$ cat config.mk
export PLATFORM = sky130hd
export DESIGN_NAME = pixel_column_readout_ctrl
export DESIGN_NICKNAME = d
export VERILOG_FILES = /design/src/rtl/pixel_column_readout_ctrl.sv
export SDC_FILE = /design/constraint.sdc
export NUM_CORES = 1
export LEC_CHECK = 0
export BUFFER_PORTS_ARGS = -buffer_cell sky130_fd_sc_hd__buf_2
export CAP_MARGIN = 20
export CORE_MARGIN = 3
export CORE_UTILIZATION = 50
export CTS_CLUSTER_DIAMETER = 150
export CTS_CLUSTER_SIZE = 10
export DETAILED_ROUTE_END_ITERATION = 10
export GPL_ROUTABILITY_DRIVEN = 0
export GPL_TIMING_DRIVEN = 0
export PLACE_DENSITY = 0.84
export SETUP_SLACK_MARGIN = 0.05
export SYNTH_ARGS = -nofsm -noshare
export SYNTH_HDL_FRONTEND = slang
export SYNTH_SLANG_ARGS = --single-unit
$ cat constraint.sdc
create_clock -name clk_i -period 4.73 [get_ports clk_i]
set_clock_uncertainty 0.1 [all_clocks]
set_input_delay 0.473 -clock clk_i [delete_from_list [all_inputs] [get_ports clk_i]]
set_output_delay 0.473 -clock clk_i [all_outputs]
set_load 0.005 [all_outputs]
$ cat src/rtl/pixel_column_readout_ctrl.sv
// pixel_column_readout_ctrl
//
// Column-end readout controller for one column of pixel-region latency
// memories. L1 trigger IDs are queued in a small FIFO. Each queued ID is
// presented on l1_req_o, and the controller then walks the region token chain.
// For every region that holds the token, it emits one hit word and strobes
// read_data_o to retire that region's entry. Every event is closed with an
// end-of-event (EOE) word on the valid/ready output stream.
//
// Optional feature macro: RD53_READOUT_HITCAP_EN. When it is defined, an event
// is closed with ovf=1 as soon as its MAX_HITS-th hit word is accepted.
//
// Ports
//   clk_i          clock, rising edge
//   rst_i          asynchronous active-high reset
//   trig_valid_i   push trig_id_i into the trigger FIFO
//   trig_id_i      L1 trigger ID
//   trig_full_o    trigger FIFO full
//   trig_drop_o    one-cycle pulse: a push was lost because the FIFO was full
//   l1_req_o       trigger ID currently requested from the regions
//   tok_column_i   token out of the top of the column chain
//   region_addr_i  address of the enabled region
//   region_data_i  4x4-bit ToT of the enabled region
//   read_data_o    one-cycle read strobe to the enabled region
//   out_valid_o    output word valid
//   out_ready_i    output word accepted by the sink
//   out_data_o     hit word {0, l1, addr, tot} or EOE word {1, l1, ovf, 0.., hitcount}
//   busy_o         FSM not idle, or trigger FIFO non-empty

module pixel_column_readout_ctrl #(
  parameter int unsigned TRIG_DEPTH    = 8,
  parameter int unsigned SETTLE_CYCLES = 2,
  parameter int unsigned ADDR_W        = 6,
  parameter int unsigned MAX_HITS      = 64
) (
  input  logic                clk_i,
  input  logic                rst_i,
  input  logic                trig_valid_i,
  input  logic [4:0]          trig_id_i,
  output logic                trig_full_o,
  output logic                trig_drop_o,
  output logic [4:0]          l1_req_o,
  input  logic                tok_column_i,
  input  logic [ADDR_W-1:0]   region_addr_i,
  input  logic [15:0]         region_data_i,
  output logic                read_data_o,
  output logic                out_valid_o,
  input  logic                out_ready_i,
  output logic [21+ADDR_W:0]  out_data_o,
  output logic                busy_o
);

  localparam int unsigned PtrW = (TRIG_DEPTH > 1) ? $clog2(TRIG_DEPTH) : 1;
  localparam int unsigned CntW = (SETTLE_CYCLES > 1) ? $clog2(SETTLE_CYCLES + 1) : 1;
  localparam int unsigned OutW = 22 + ADDR_W;

  localparam logic [CntW-1:0] SettleLoad = CntW'(SETTLE_CYCLES);
  localparam logic [CntW-1:0] CntOne     = CntW'(1);
  localparam logic [PtrW:0]   PtrOne     = (PtrW + 1)'(1);

`ifdef RD53_READOUT_HITCAP_EN
  localparam bit HitCapEn = 1'b1;
`else
  localparam bit HitCapEn = 1'b0;
`endif

  typedef enum logic [2:0] {StIdle, StSettle, StCheck, StRead, StEoe} state_e;

  state_e state_q, state_d;

  // Trigger FIFO. The pointers carry one extra wrap bit to tell full from empty.
  logic [4:0]    fifo_q [TRIG_DEPTH];
  logic [PtrW:0] wr_ptr_q, rd_ptr_q;
  logic          fifo_empty, fifo_full, push, pop;
  logic          drop_q;

  assign fifo_empty = (wr_ptr_q == rd_ptr_q);
  assign fifo_full  = (wr_ptr_q[PtrW] != rd_ptr_q[PtrW]) &&
                      (wr_ptr_q[PtrW-1:0] == rd_ptr_q[PtrW-1:0]);
  // The head entry is only retired once its EOE word is accepted.
  assign pop        = (state_q == StEoe) && out_ready_i;
  // A simultaneous pop frees the slot, so a push while full is still honoured.
  assign push       = trig_valid_i && (!fifo_full || pop);

  always_ff @(posedge clk_i or posedge rst_i) begin
    if (rst_i) begin
      wr_ptr_q <= '0;
      rd_ptr_q <= '0;
      drop_q   <= 1'b0;
      for (int i = 0; i < TRIG_DEPTH; i++) begin
        fifo_q[i] <= '0;
      end
    end else begin
      drop_q <= trig_valid_i && fifo_full && !pop;
      if (push) begin
        fifo_q[wr_ptr_q[PtrW-1:0]] <= trig_id_i;
        wr_ptr_q                   <= wr_ptr_q + PtrOne;
      end
      if (pop) begin
        rd_ptr_q <= rd_ptr_q + PtrOne;
      end
    end
  end

  // Event state
  logic [4:0]        l1_req_q, l1_req_d;
  logic [CntW-1:0]   cnt_q, cnt_d;
  logic [7:0]        hit_cnt_q, hit_cnt_d;
  logic              ovf_q, ovf_d;
  logic [ADDR_W-1:0] addr_q, addr_d;
  logic [15:0]       tot_q, tot_d;
  logic              read_q, read_d;
  logic              cap_hit;

  // True when the hit being accepted is the MAX_HITS-th one of the event.
  assign cap_hit = HitCapEn && ((32'(hit_cnt_q) + 32'd1) >= MAX_HITS);

  always_ff @(posedge clk_i or posedge rst_i) begin
    if (rst_i) begin
      state_q   <= StIdle;
      l1_req_q  <= '0;
      cnt_q     <= '0;
      hit_cnt_q <= '0;
      ovf_q     <= 1'b0;
      addr_q    <= '0;
      tot_q     <= '0;
      read_q    <= 1'b0;
    end else begin
      state_q   <= state_d;
      l1_req_q  <= l1_req_d;
      cnt_q     <= cnt_d;
      hit_cnt_q <= hit_cnt_d;
      ovf_q     <= ovf_d;
      addr_q    <= addr_d;
      tot_q     <= tot_d;
      read_q    <= read_d;
    end
  end

  always_comb begin
    state_d   = state_q;
    l1_req_d  = l1_req_q;
    cnt_d     = cnt_q;
    hit_cnt_d = hit_cnt_q;
    ovf_d     = ovf_q;
    addr_d    = addr_q;
    tot_d     = tot_q;
    read_d    = 1'b0;

    unique case (state_q)
      StIdle: begin
        if (!fifo_empty) begin
          l1_req_d  = fifo_q[rd_ptr_q[PtrW-1:0]];
          cnt_d     = SettleLoad;
          hit_cnt_d = '0;
          ovf_d     = 1'b0;
          state_d   = StSettle;
        end
      end
      // Let the token chain ripple after an L1Req change or a region read.
      StSettle: begin
        if (cnt_q <= CntOne) begin
          state_d = StCheck;
        end else begin
          cnt_d = cnt_q - CntOne;
        end
      end
      StCheck: begin
        if (tok_column_i) begin
          addr_d  = region_addr_i;
          tot_d   = region_data_i;
          state_d = StRead;
        end else begin
          state_d = StEoe;
        end
      end
      StRead: begin
        if (out_ready_i) begin
          read_d = 1'b1;
          if (hit_cnt_q != 8'hff) begin
            hit_cnt_d = hit_cnt_q + 8'd1;
          end
          if (cap_hit) begin
            // Remaining regions stay unread for this trigger.
            ovf_d   = 1'b1;
            state_d = StEoe;
          end else begin
            cnt_d   = SettleLoad;
            state_d = StSettle;
          end
        end
      end
      StEoe: begin
        if (out_ready_i) begin
          state_d = StIdle;
        end
      end
      default: state_d = StIdle;
    endcase
  end

  always_comb begin
    out_data_o = '0;
    if (state_q == StRead) begin
      out_data_o = {1'b0, l1_req_q, addr_q, tot_q};
    end else begin
      out_data_o[OutW-1]      = 1'b1;
      out_data_o[OutW-2 -: 5] = l1_req_q;
      out_data_o[ADDR_W+15]   = ovf_q;
      out_data_o[7:0]         = hit_cnt_q;
    end
  end

  assign out_valid_o = (state_q == StRead) || (state_q == StEoe);
  assign read_data_o = read_q;
  assign l1_req_o    = l1_req_q;
  assign trig_full_o = fifo_full;
  assign trig_drop_o = drop_q;
  assign busy_o      = (state_q != StIdle) || !fifo_empty;

endmodule

==> summary.md, run 1 <==
| Metric | Value |
|---|---|
| Worst slew pin tran | `0.767 ns` |
| Synthesized instance count | `360` |
| Drt wl/cell | `15.7 um` |
| Sum of negative setup slack | `0 ns` |
| Max rail drop VDD | `approximately 0.35 mV` |
| Synth Area per Inst | `between 10 and 15 um^2` |
| TritonCTS Buffers | `9` |
| Finish-stage setup viols | `0` |
| Syn nets | `396` |
| RSZ-0062 raised after global routing | `false` |
| Max Cap Viol | `0` |
| Slew headroom | `0.483` |
| Die H | `100 um` |
| Peak Freq | `around 400 MHz` |
| Setup Fix Bufs, Post-CTS | `0` |
| Fill cells | `689` |
| Die width | `between 100 and 150 um` |
| Synth area leaders | `dfrtp_1, mux2_2, mux4_2` |
| Top post-synthesis cells by count | `dfrtp_1, mux2_2, nand2_1, and2_1, nand3_1` |
| Period utilization | `0.525` |
| Yosys top cell area share | `0.508` |
| Vias | `3,084` |
| H-tree levels | `3` |
| Synth-to-Final Area Change | `15.9%` |
| Largest buffer count on any clock path | `2` |
| Synth Area in XOR/XNOR | `0.0277` |
| Placed insts | `between 500 and 600` |
| Setup crit end kind | `output pin` |
| Setup CP Type | `register to output pin` |
| CTS tree | `built` |
| Dpl hpwl | `about 6400 um` |
| Reg2reg start | `state_q[0]` |
| Largest net degree at the start of global routing | `between 60 and 70` |
| Crit-path max FO | `10` |
| Die area | `between 10,000 and 15,000 um^2` |
| Seq cells post-synth | `90` |
| R2R cell count | `5` |
| Area leader, netlist | `dfrtp_1` |
| Sequential area share after synthesis | `0.508` |
| Fin cells | `approximately 550` |
| Most frequent cell after synthesis | `dfrtp_1` |
| Worst min path class | `input port to register` |
| Io pins | `70` |
| Port Buf Inserts | `just under 70` |
| Final Hold Violating Endpoints | `0` |
| Routed Antenna Nets | `0` |
| Endpoint, Worst Hold | `addr_q[0]` |
| Main combinational cell family by area after synthesis | `multiplexers` |
| Pins Over Slew Limit | `0` |
| Dominant synthesized flop cell | `dfrtp_1` |
| Area of the multi-input gates | `between 2000 and 2500 um^2` |
| WL final | `between 8000 and 9000 um` |
| Ys async rst share | `1.00` |
| Total power | `around 3200 uW` |
| PD cells | `approximately 610 nW/um^2` |
| Layout Nets | `478` |
| Drt via density | `5.59` |
| Min Tclk post-route | `around 2.5 ns` |
| CTS sink cnt | `90` |
| Row count | `33` |
| Worst hold start | `region_addr_i[0]` |
| Crit start category | `register` |
| Global-route wire length before repair | `around 15,000 um` |
| R2r endpoint | `fifo_q[1]` |
| Synth Area in Adders | `0.0113` |
| Synth Area in Simple Gates | `0.124` |
| Arrival @ worst endpoint | `1.91 ns` |
| Mapped Area | `4430 um^2` |
| Core area | `approximately 8400 um^2` |
| GRT Total Usage | `0.186` |
| Synth Warn # | `0` |
| Critical Path RT | `approximately 4.2 ns` |
| Reg2Reg Setup Slack | `between 2 and 2.5 ns` |
| Layout cell share with drive strength beyond 1 | `0.416` |
| Ant. Diodes | `0` |
| Residual DRC count | `0` |
| Initial Util | `0.526` |
| Synth cell types | `47` |
| Initial DRC Count | `roughly 140` |
| Status | `completed` |
| Leakage | `around 0.0024 uW` |
| Vias in the first global route | `around 3.2k` |
| Initial antenna violation count | `0` |
| Root buf cell | `clkbuf_8` |
| Worst Hold Path Cells | `2` |
| Total grt overflow | `0` |
| Reg clk slew, reported paths | `approximately 0.090 ns` |
| Mux share of post-synthesis cell area | `0.227` |
| Worst-Skew Late Latency | `0.36 ns` |
| EDFF count, synth | `0` |
| Reg area | `between 2000 and 2500 um^2` |
| Initial DRT Pass Iterations | `4` |
| Complex-gate fraction of the synthesized area | `0.0638` |
==> cell families (layout without fill, tap and decap cells) <==
kind of cell | after synthesis | after routing
AO/OA/AOI/OAI | 34 | 34
XOR/XNOR | 14 | 14
adder cells (fa/ha/maj) | 4 | 4
buffers and inverters | 33 | 120
flip-flops | 90 | 90
multiplexers | 80 | 80
AND/OR/NAND/NOR | 105 | 105
==> worst max-delay path, cell delays in order, from the launching register on <==
cell and delay [ns]:
dfrtp_1 0.41, and3b_1 0.18, clkbuf_1 0.15, inv_1 0.15, clkbuf_1 0.36, nand2_1 0.11
nand2_1 0.08, buf_2 0.10
==> report_power, final <==
part	switching, uW	total [uW]	internal, uW	leakage, uW
registers	185	1300	1120	0.00111
logic	645	1360	714	0.00115
clock network	270	491	222	0.0000997
==> cell usage in the layout (no fill, tap or decap), types with 2 or more instances in the layout <==
| cell type | netlist | layout |
|---|---|---|
| nand3_1 | 13 | 13 |
| o22ai_1 | 2 | 2 |
| ha_1 | 4 | 4 |
| and2_1 | 15 | 15 |
| a2111oi_4 | 2 | 2 |
| a21oi_1 | 3 | 3 |
| nand2b_1 | 4 | 4 |
| or3_1 | 3 | 3 |
| mux2i_1 | 7 | 7 |
| clkbuf_1 | 8 | 8 |
| xnor2_1 | 9 | 9 |
| mux4_2 | 10 | 10 |
| clkinv_2 | 0 | 2 |
| a211oi_2 | 2 | 2 |
| o211ai_1 | 4 | 4 |
| buf_4 | 8 | 8 |
| nand4_1 | 4 | 4 |
| nor2b_1 | 2 | 2 |
| nand2_1 | 40 | 40 |
| clkbuf_8 | 0 | 11 |
| nor3_1 | 7 | 7 |
| o21ai_0 | 9 | 9 |
| mux2_2 | 62 | 62 |
| nor2_1 | 5 | 5 |
| xor2_1 | 5 | 5 |
| nor4_1 | 2 | 2 |
| buf_2 | 7 | 76 |
| or4_1 | 2 | 2 |
| clkinv_4 | 0 | 2 |
| inv_4 | 1 | 2 |
| o211ai_2 | 2 | 2 |
| o21ai_1 | 3 | 3 |
| inv_1 | 7 | 6 |
| a31oi_1 | 2 | 2 |
| dfrtp_1 | 90 | 90 |
| and3_1 | 2 | 2 |
==> per-stage QoR <==
| stage | instance area (um^2) | hold slack (ns) | utilization | worst slack, ns |
|---|---|---|---|---|
| floorplan | 4430 | 0.353 | - | 1.82 |
| global placement | 4910 | 0.366 | 0.583 | 0.918 |
| detailed placement | 4940 | 0.380 | 0.587 | 2.46 |
| CTS | 5140 | 0.220 | 0.610 | 2.21 |
| global route | 5140 | 0.225 | 0.610 | 2.07 |
| finish | 5140 | 0.238 | 0.610 | 2.25 |
==> worst max-delay path by stage <==
stage | start | to | slack (ns) | cells after the start
floorplan | rst_i | addr_q[0] | 1.82 | 1
global placement | rst_i | tot_q[1] | 0.92 | 2
detailed placement | state_q[0] | fifo_q[12] | 2.46 | 5
CTS | state_q[2] | out_data_o[11] | 2.21 | 5
global route | state_q[1] | out_data_o[5] | 2.07 | 7
finish | state_q[1] | out_data_o[7] | 2.25 | 7
==> repair_timing <==
item / CTS / global route
hold buffers: 1 / 0
gates resized for setup: 0 / 0
hold endpoints to repair: 21 / 0
==> layer usage <==
layer | GRT usage | vias to the layer above | share of wire
met5 | 0 | - | 0
met4 | 0.0528 | 0 | 0.011
met3 | 0.0438 | 11 | 0.058
met2 | 0.312 | 86 | 0.48
met1 | 0.243 | 1540 | 0.45
li1 | - | 1447 | -
==> layout make-up <==
cell class,count,share of cell area
tap,105,0.0256
timing repair buffer,71,0.0745
clock buffer,11,0.0295
sequential,90,0.438
inverter,8,0.00682
clock inverter,5,0.00706
buffer,25,0.0275
multi-input combinational,237,0.391
==> state kept, by name (all words and copies together), names as in the netlist <==
register,flops
state_q,3
trig_drop_o,1
wr_ptr_q,4
tot_q,16
addr_q,6
rd_ptr_q,4
read_data_o,1
fifo_q,40
cnt_q,2
l1_req_o,5
hit_cnt_q,8
Note: power is estimated with default switching activity, not from simulation.
==> inputs of run 2 (changes only) <==
--- a/config.mk
+++ b/config.mk
@@ -14,7 +14,7 @@
 export DETAILED_ROUTE_END_ITERATION = 10
 export GPL_ROUTABILITY_DRIVEN = 0
 export GPL_TIMING_DRIVEN = 0
-export PLACE_DENSITY = 0.84
+export PLACE_DENSITY = 0.87
 export SETUP_SLACK_MARGIN = 0.05
 export SYNTH_ARGS = -nofsm -noshare
 export SYNTH_HDL_FRONTEND = slang
==> constraint.sdc (replaced) <==
create_clock -name clk_i -period 2.1 [get_ports clk_i]
set_clock_uncertainty 0.1 [all_clocks]
set_input_delay 0.21 -clock clk_i [delete_from_list [all_inputs] [get_ports clk_i]]
set_output_delay 0.21 -clock clk_i [all_outputs]
set_load 0.005 [all_outputs]
==> run 2 against run 1 <==
  * Critical path depth unchanged
  * Worst hold slack got worse by 0.16 ns
  * Final cell count up 7.8%
  * Total power grew to 2.6 times the previous value
  * Critical endpoint is now fifo_q[14]
==> summary.md, run 2 (synthesis results as in run 1) <==
| Metric | Value |
|---|---|
| Top Registers | `fifo_q x40, tot_q x16, hit_cnt_q x8` |
| Cell family contributing the most delay on the critical path | `buffers and inverters` |
| CTS tree | `built` |
| Max rail drop VDD | `0.580 mV` |
| Worst slew pin tran | `around 0.8 ns` |
| Largest Register | `fifo_q` |
| H-tree levels | `3` |
| Area of placed instances | `around 5000 um^2` |
| Reg area | `roughly 2300 um^2` |
| Dpl hpwl | `7000 um` |
| Ant. Diodes | `0` |
| Largest stage delay, worst path | `between 0.4 and 0.5 ns` |
| Initial antenna violation count | `0` |
| Core area | `between 8000 and 9000 um^2` |
| Pins Over Slew Limit | `0` |
| Max Cap Viol | `0` |
| Critical Path RT | `roughly 2.3 ns` |
| Min Tclk post-route | `~2.1 ns` |
| GRT Total Usage | `0.219` |
| Residual DRC count | `0` |
| Fin Hold WS | `between 0.07 and 0.08 ns` |
| Setup crit end kind | `register` |
| P_int | `about 5000 uW` |
| Initial DRT Pass Iterations | `6` |
| Util after Layout | `0.686` |
| Drt wl/cell | `about 18 um` |
| Root buf cell | `clkbuf_8` |
| RSZ-0062 raised after global routing | `true` |
| Largest net degree at the start of global routing | `43` |
| Crit-path max FO | `5` |
| Worst min path class | `input port to register` |
| Largest register FFs | `40` |
| Sw frac | `0.373` |
| WL final | `approximately 11,000 um` |
| Design area | `5780 um^2` |
| Setup CP Type | `register to register` |
| Die H | `around 100 um` |
| Io pins | `70` |
| Die area | `10,000 um^2` |
| Layout Nets | `521` |
| Finish-stage setup viols | `0` |
| Die width | `approximately 100 um` |
| Period utilization | `0.986` |
| Status | `completed` |
| Commonest non-fill, non-tap cell in the layout | `dfrtp_1` |
| Port Buf Inserts | `69` |
| Layout cell share with drive strength beyond 1 | `0.465` |
| TritonCTS Buffers | `9` |
| Slew headroom | `0.478` |
| Critical path buffer and inverter count | `3` |
| Vias in the first global route | `3,510` |
| Worst-Skew Late Latency | `0.36 ns` |
| Clock power share | `0.138` |
| Leakage | `around 0.0026 uW` |
| Reg clk slew, reported paths | `around 0.1 ns` |
| Vias | `3,330` |
| Worst-path cell chain | `buf_6 -> xnor2_4 -> nand4_4 -> clkinv_4 -> a2111oi_4 -> buf_6 -> mux2_4` |
| CTS sink cnt | `90` |
| Row count | `33` |
| Synth-to-Final Area Change | `30.4%` |
| Initial DRC Count | `around 200` |
| Routed Antenna Nets | `0` |
| Global-route wire length before repair | `17,200 um` |
| Most frequent CP cell | `buf_6` |
| Area of the multi-input gates | `2200 um^2` |
| PD cells | `around 1400 nW/um^2` |
| Slowest CP cell | `dfrtp_1` |
| Comb power frac | `0.479` |
| Crit start category | `register` |
| Final Hold Violating Endpoints | `0` |
| Arrival @ worst endpoint | `2.22 ns` |
| Most frequent cells in the layout | `dfrtp_1, buf_2, mux2_2` |
| Fill cells | `551` |
| Initial Util | `0.526` |
| Largest buffer count on any clock path | `2` |
| Switching pwr | `3030 uW` |
| Peak Freq | `between 400 and 500 MHz` |
| Seq pwr share | `0.383` |
| Total grt overflow | `0` |
| Drt via density | `between 5 and 6` |
-- run 2: cell count changes in the layout (fill, tap and decap cells not counted), moves of 3 or more --
cell and delta:
mux2_2 -9, buf_12 +3, buf_2 -3, buf_6 +7, clkinvlp_4 +3, clkbuf_2 +3, clkbuf_1 -7, buf_4 +18
xnor2_1 -3, dlygate4sd3_1 +22, mux2_4 +10
-- run 2: stage by stage --
stage | setup WS [ns] | setup TNS (ns) | total power, uW | std cells
2_1_floorplan | 0.129 | 0 | 5190 | 360
3_3_place_gp | -0.147 | -2.95 | 5880 | 534
3_5_place_dp | -0.193 | -6.62 | 6110 | 536
4_1_cts | 0.0380 | 0 | 7480 | 578
5_1_grt | -0.0321 | -0.167 | 8630 | 595
6_report | 0.0298 | 0 | 8110 | 595
-- run 2: tightest hold or removal path: stages --
cell and delay [ns]:
buf_2 0.14, o21ai_2 0.08, xnor2_1 0.06
-- run 2: power by group through the flow --
| stage | logic [uW] | clock network (uW) | registers (uW) |
|---|---|---|---|
| 3_3_place_gp | 2970 | 0 | 2910 |
| 4_1_cts | 3370 | 1140 | 2970 |
| 2_1_floorplan | 2340 | 0 | 2850 |
| 5_1_grt | 4200 | 1230 | 3200 |
| 3_5_place_dp | 3130 | 0 | 2980 |
| 6_report | 3890 | 1120 | 3100 |
-- run 2: final cells by class --
class | count | area share
sequential | 90 | 0.390
multi-input combinational | 237 | 0.381
timing repair buffer | 115 | 0.137
clock inverter | 7 | 0.0104
clock buffer | 9 | 0.0214
inverter | 8 | 0.00671
tap | 105 | 0.0227
buffer | 24 | 0.0309
-- run 2: repair_timing --
item                                    CTS  global route
setup buffers                             4            17
hold buffers                             23             0
cloned                                    0             0
endpoints found under the setup margin   95            75
endpoints found under the hold margin    36             0
pin swaps                                 5             5
resized for setup                        22            43
-- run 2: per-layer routing --
layer | routed length [um] | track usage | vias to the layer above | part of all wire
met3 | 483 | 0.0375 | 24 | 0.044
met2 | 5860 | 0.390 | 110 | 0.54
met4 | 235 | 0.0798 | 0 | 0.021
met1 | 4370 | 0.266 | 1664 | 0.40
met5 | 0 | 0 | - | 0
li1 | - | - | 1532 | -
-- run 2: worst paths after layout --
kind	startpoint	to	slack (ns)	cells after the start
setup / recovery	rd_ptr_q[1]	fifo_q[14]	0.03	7
hold / removal	trig_valid_i	wr_ptr_q[0]	0.08	3
setup reg to reg	rd_ptr_q[1]	fifo_q[14]	0.03	7
hold reg to reg	fifo_q[33]	fifo_q[33]	0.41	1
max in group asynchronous	rst_i	fifo_q[0]	0.86	5
min in group asynchronous	rst_i	state_q[0]	0.28	3
==> inputs of run 3 (changes only) <==
--- a/config.mk
+++ b/config.mk
@@ -14,7 +14,7 @@
 export DETAILED_ROUTE_END_ITERATION = 10
 export GPL_ROUTABILITY_DRIVEN = 0
 export GPL_TIMING_DRIVEN = 0
-export PLACE_DENSITY = 0.87
+export PLACE_DENSITY = 0.75
 export SETUP_SLACK_MARGIN = 0.05
 export SYNTH_ARGS = -nofsm -noshare
 export SYNTH_HDL_FRONTEND = slang
==> run 3 against run 2 <==
  * Core utilization rose by 1.3 points
  * Sequential power fell by 4%
  * Sequential share of layout area fell by 0.74 points
  * Die area did not move
  * Sequential cell count did not move
  * Global-route usage fell by 2.0 points
  * Clock power rose by 6%
  * Design area rose by 1.9%
  * Critical endpoint is now fifo_q[6]
==> summary.md, run 3 (synthesis results as in run 1) <==
| Metric | Value |
|---|---|
| Design area | `between 5000 and 6000 um^2` |
| Global-route wire length before repair | `about 16,000 um` |
| RSZ-0062 raised after global routing | `true` |
| Most frequent cells in the layout | `dfrtp_1, buf_2, mux2_2` |
| CTS tree | `built` |
| Critical Path Stages | `7` |
| Met1 wire length | `4390 um` |
| Largest net degree at the start of global routing | `36` |
| Layout Nets | `530` |
| Initial antenna violation count | `0` |
| Core area | `roughly 8400 um^2` |
| Row count | `33` |
| Reg clk slew, reported paths | `~0.090 ns` |
| R2R cell count | `7` |
| Max rail drop VDD | `between 0.9 and 1 mV` |
| Largest buffer count on any clock path | `2` |
| Commonest non-fill, non-tap cell in the layout | `dfrtp_1` |
| R2r endpoint | `fifo_q[6]` |
| Port Buf Inserts | `69` |
| WL met2 | `between 5000 and 6000 um` |
| Vias | `between 3k and 4k` |
| Peak Freq | `486 MHz` |
| Crit start category | `register` |
| Layout cell share with drive strength beyond 1 | `0.471` |
| Initial Util | `0.526` |
| Reg area | `2250 um^2` |
| Worst-path cell chain | `buf_6 -> xnor2_4 -> nand4_4 -> clkinv_4 -> a2111oi_4 -> buf_4 -> mux2_4` |
| Largest register FFs | `40` |
| PD cells | `roughly 1300 nW/um^2` |
| GRT Total Usage | `0.199` |
| Area of placed instances | `just under 5000 um^2` |
| Die area | `10,000 um^2` |
| Routed Antenna Nets | `0` |
| Ant. Diodes | `0` |
| WL final | `around 10,000 um` |
| Top Registers | `fifo_q x40, tot_q x16, hit_cnt_q x8` |
| Leakage | `about 0.0027 uW` |
| Drt wl/cell | `roughly 17 um` |
| Slowest CP cell | `dfrtp_1` |
| Reg2reg start | `wr_ptr_q[0]` |
| Die width | `between 100 and 150 um` |
| Largest stage delay, worst path | `approximately 0.4 ns` |
| Io pins | `70` |
| H-tree levels | `3` |
| Vias in the first global route | `around 3.2k` |
| Worst min path class | `input port to register` |
| Arrival @ worst endpoint | `roughly 2.2 ns` |
| Slew headroom | `0.641` |
| Sum of negative setup slack | `0 ns` |
| TritonCTS Buffers | `9` |
| Initial DRC Count | `130` |
| Residual DRC count | `0` |
| Die H | `~100 um` |
| Max Cap Viol | `0` |
| Min Tclk post-route | `around 2.1 ns` |
| Crit path to | `fifo_q[6]` |
| Critical Path RT | `~2.2 ns` |
| Fin Hold WS | `between 0.09 and 0.1 ns` |
| Drt via density | `~5.3` |
| Worst-Skew Late Latency | `0.35 ns` |
| Dpl hpwl | `6570 um` |
| Root buf cell | `clkbuf_8` |
| Pins Over Slew Limit | `0` |
| Period utilization | `0.979` |
| Final Hold Violating Endpoints | `0` |
| CTS sink cnt | `90` |
| Finish-stage setup viols | `0` |
| Status | `completed` |
| Synth-to-Final Area Change | `32.8%` |
| Place WS | `-0.245 ns` |
| Largest Register | `fifo_q` |
| Crit-path max FO | `8` |
| Setup CP Type | `register to register` |
| Total grt overflow | `0` |
| Cell family contributing the most delay on the critical path | `buffers and inverters` |
| Setup crit start | `wr_ptr_q[0]` |
| PnR worst setup slack | `0.0432 ns` |
| Fill cells | `about 570` |
| Reg2Reg Setup Slack | `between 0.04 and 0.05 ns` |
| WL met3 | `388 um` |
| Area of the multi-input gates | `between 2000 and 2500 um^2` |
| Initial DRT Pass Iterations | `4` |
| Critical path buffer and inverter count | `3` |
| Setup crit end kind | `register` |
| Worst slew pin tran | `around 0.54 ns` |
| Util after Layout | `0.699` |
| Max Used Layer | `met4` |
run 3: layout make-up:
class,instances,share of cell area
flip-flops and latches,90,0.383
repair buffers,124,0.149
inverters,8,0.00658
clock buffers,10,0.0217
plain buffers,24,0.0310
clock inverters,6,0.0123
multi-input cells,237,0.375
well taps,105,0.0223
run 3: power breakdown:
part	internal [uW]	leakage [uW]	switching, uW	total, uW
clock	564	0.0000975	623	1190
sequential	2520	0.00110	458	2980
combinational	2070	0.00149	1710	3780
run 3: per-layer routing:
metal,vias up,global-route usage
met5,-,0
met4,0,0.0508
met3,16,0.0417
met2,79,0.346
met1,1583,0.255
li1,1547,-
run 3: per-stage QoR:
| stage | instances | total power [uW] |
|---|---|---|
| after detailed placement | 536 | 6070 |
| after global placement | 534 | 5910 |
| after global routing | 604 | 8470 |
| after CTS | 582 | 7510 |
| after floorplan | 360 | 5190 |
| final | 604 | 7950 |
run 3: worst min-delay path by stage:
stage,startpoint,to,slack [ns],cells past startpoint
final,trig_valid_i,trig_drop_o,0.09,2
after global routing,trig_valid_i,trig_drop_o,0.09,2
after CTS,region_addr_i[1],addr_q[1],0.004,2
after detailed placement,rst_i,read_data_o,0.18,2
after global placement,region_data_i[3],tot_q[3],0.34,2
after floorplan,trig_id_i[1],fifo_q[11],0.24,1
run 3: what timing repair did:
item / CTS / global route
pin swaps: 8 / 7
resized for setup: 23 / 41
buffers inserted: 9 / 21
hold endpoints to repair: 43 / 1
hold buffers: 22 / 1
endpoints found under the setup margin: 94 / 62
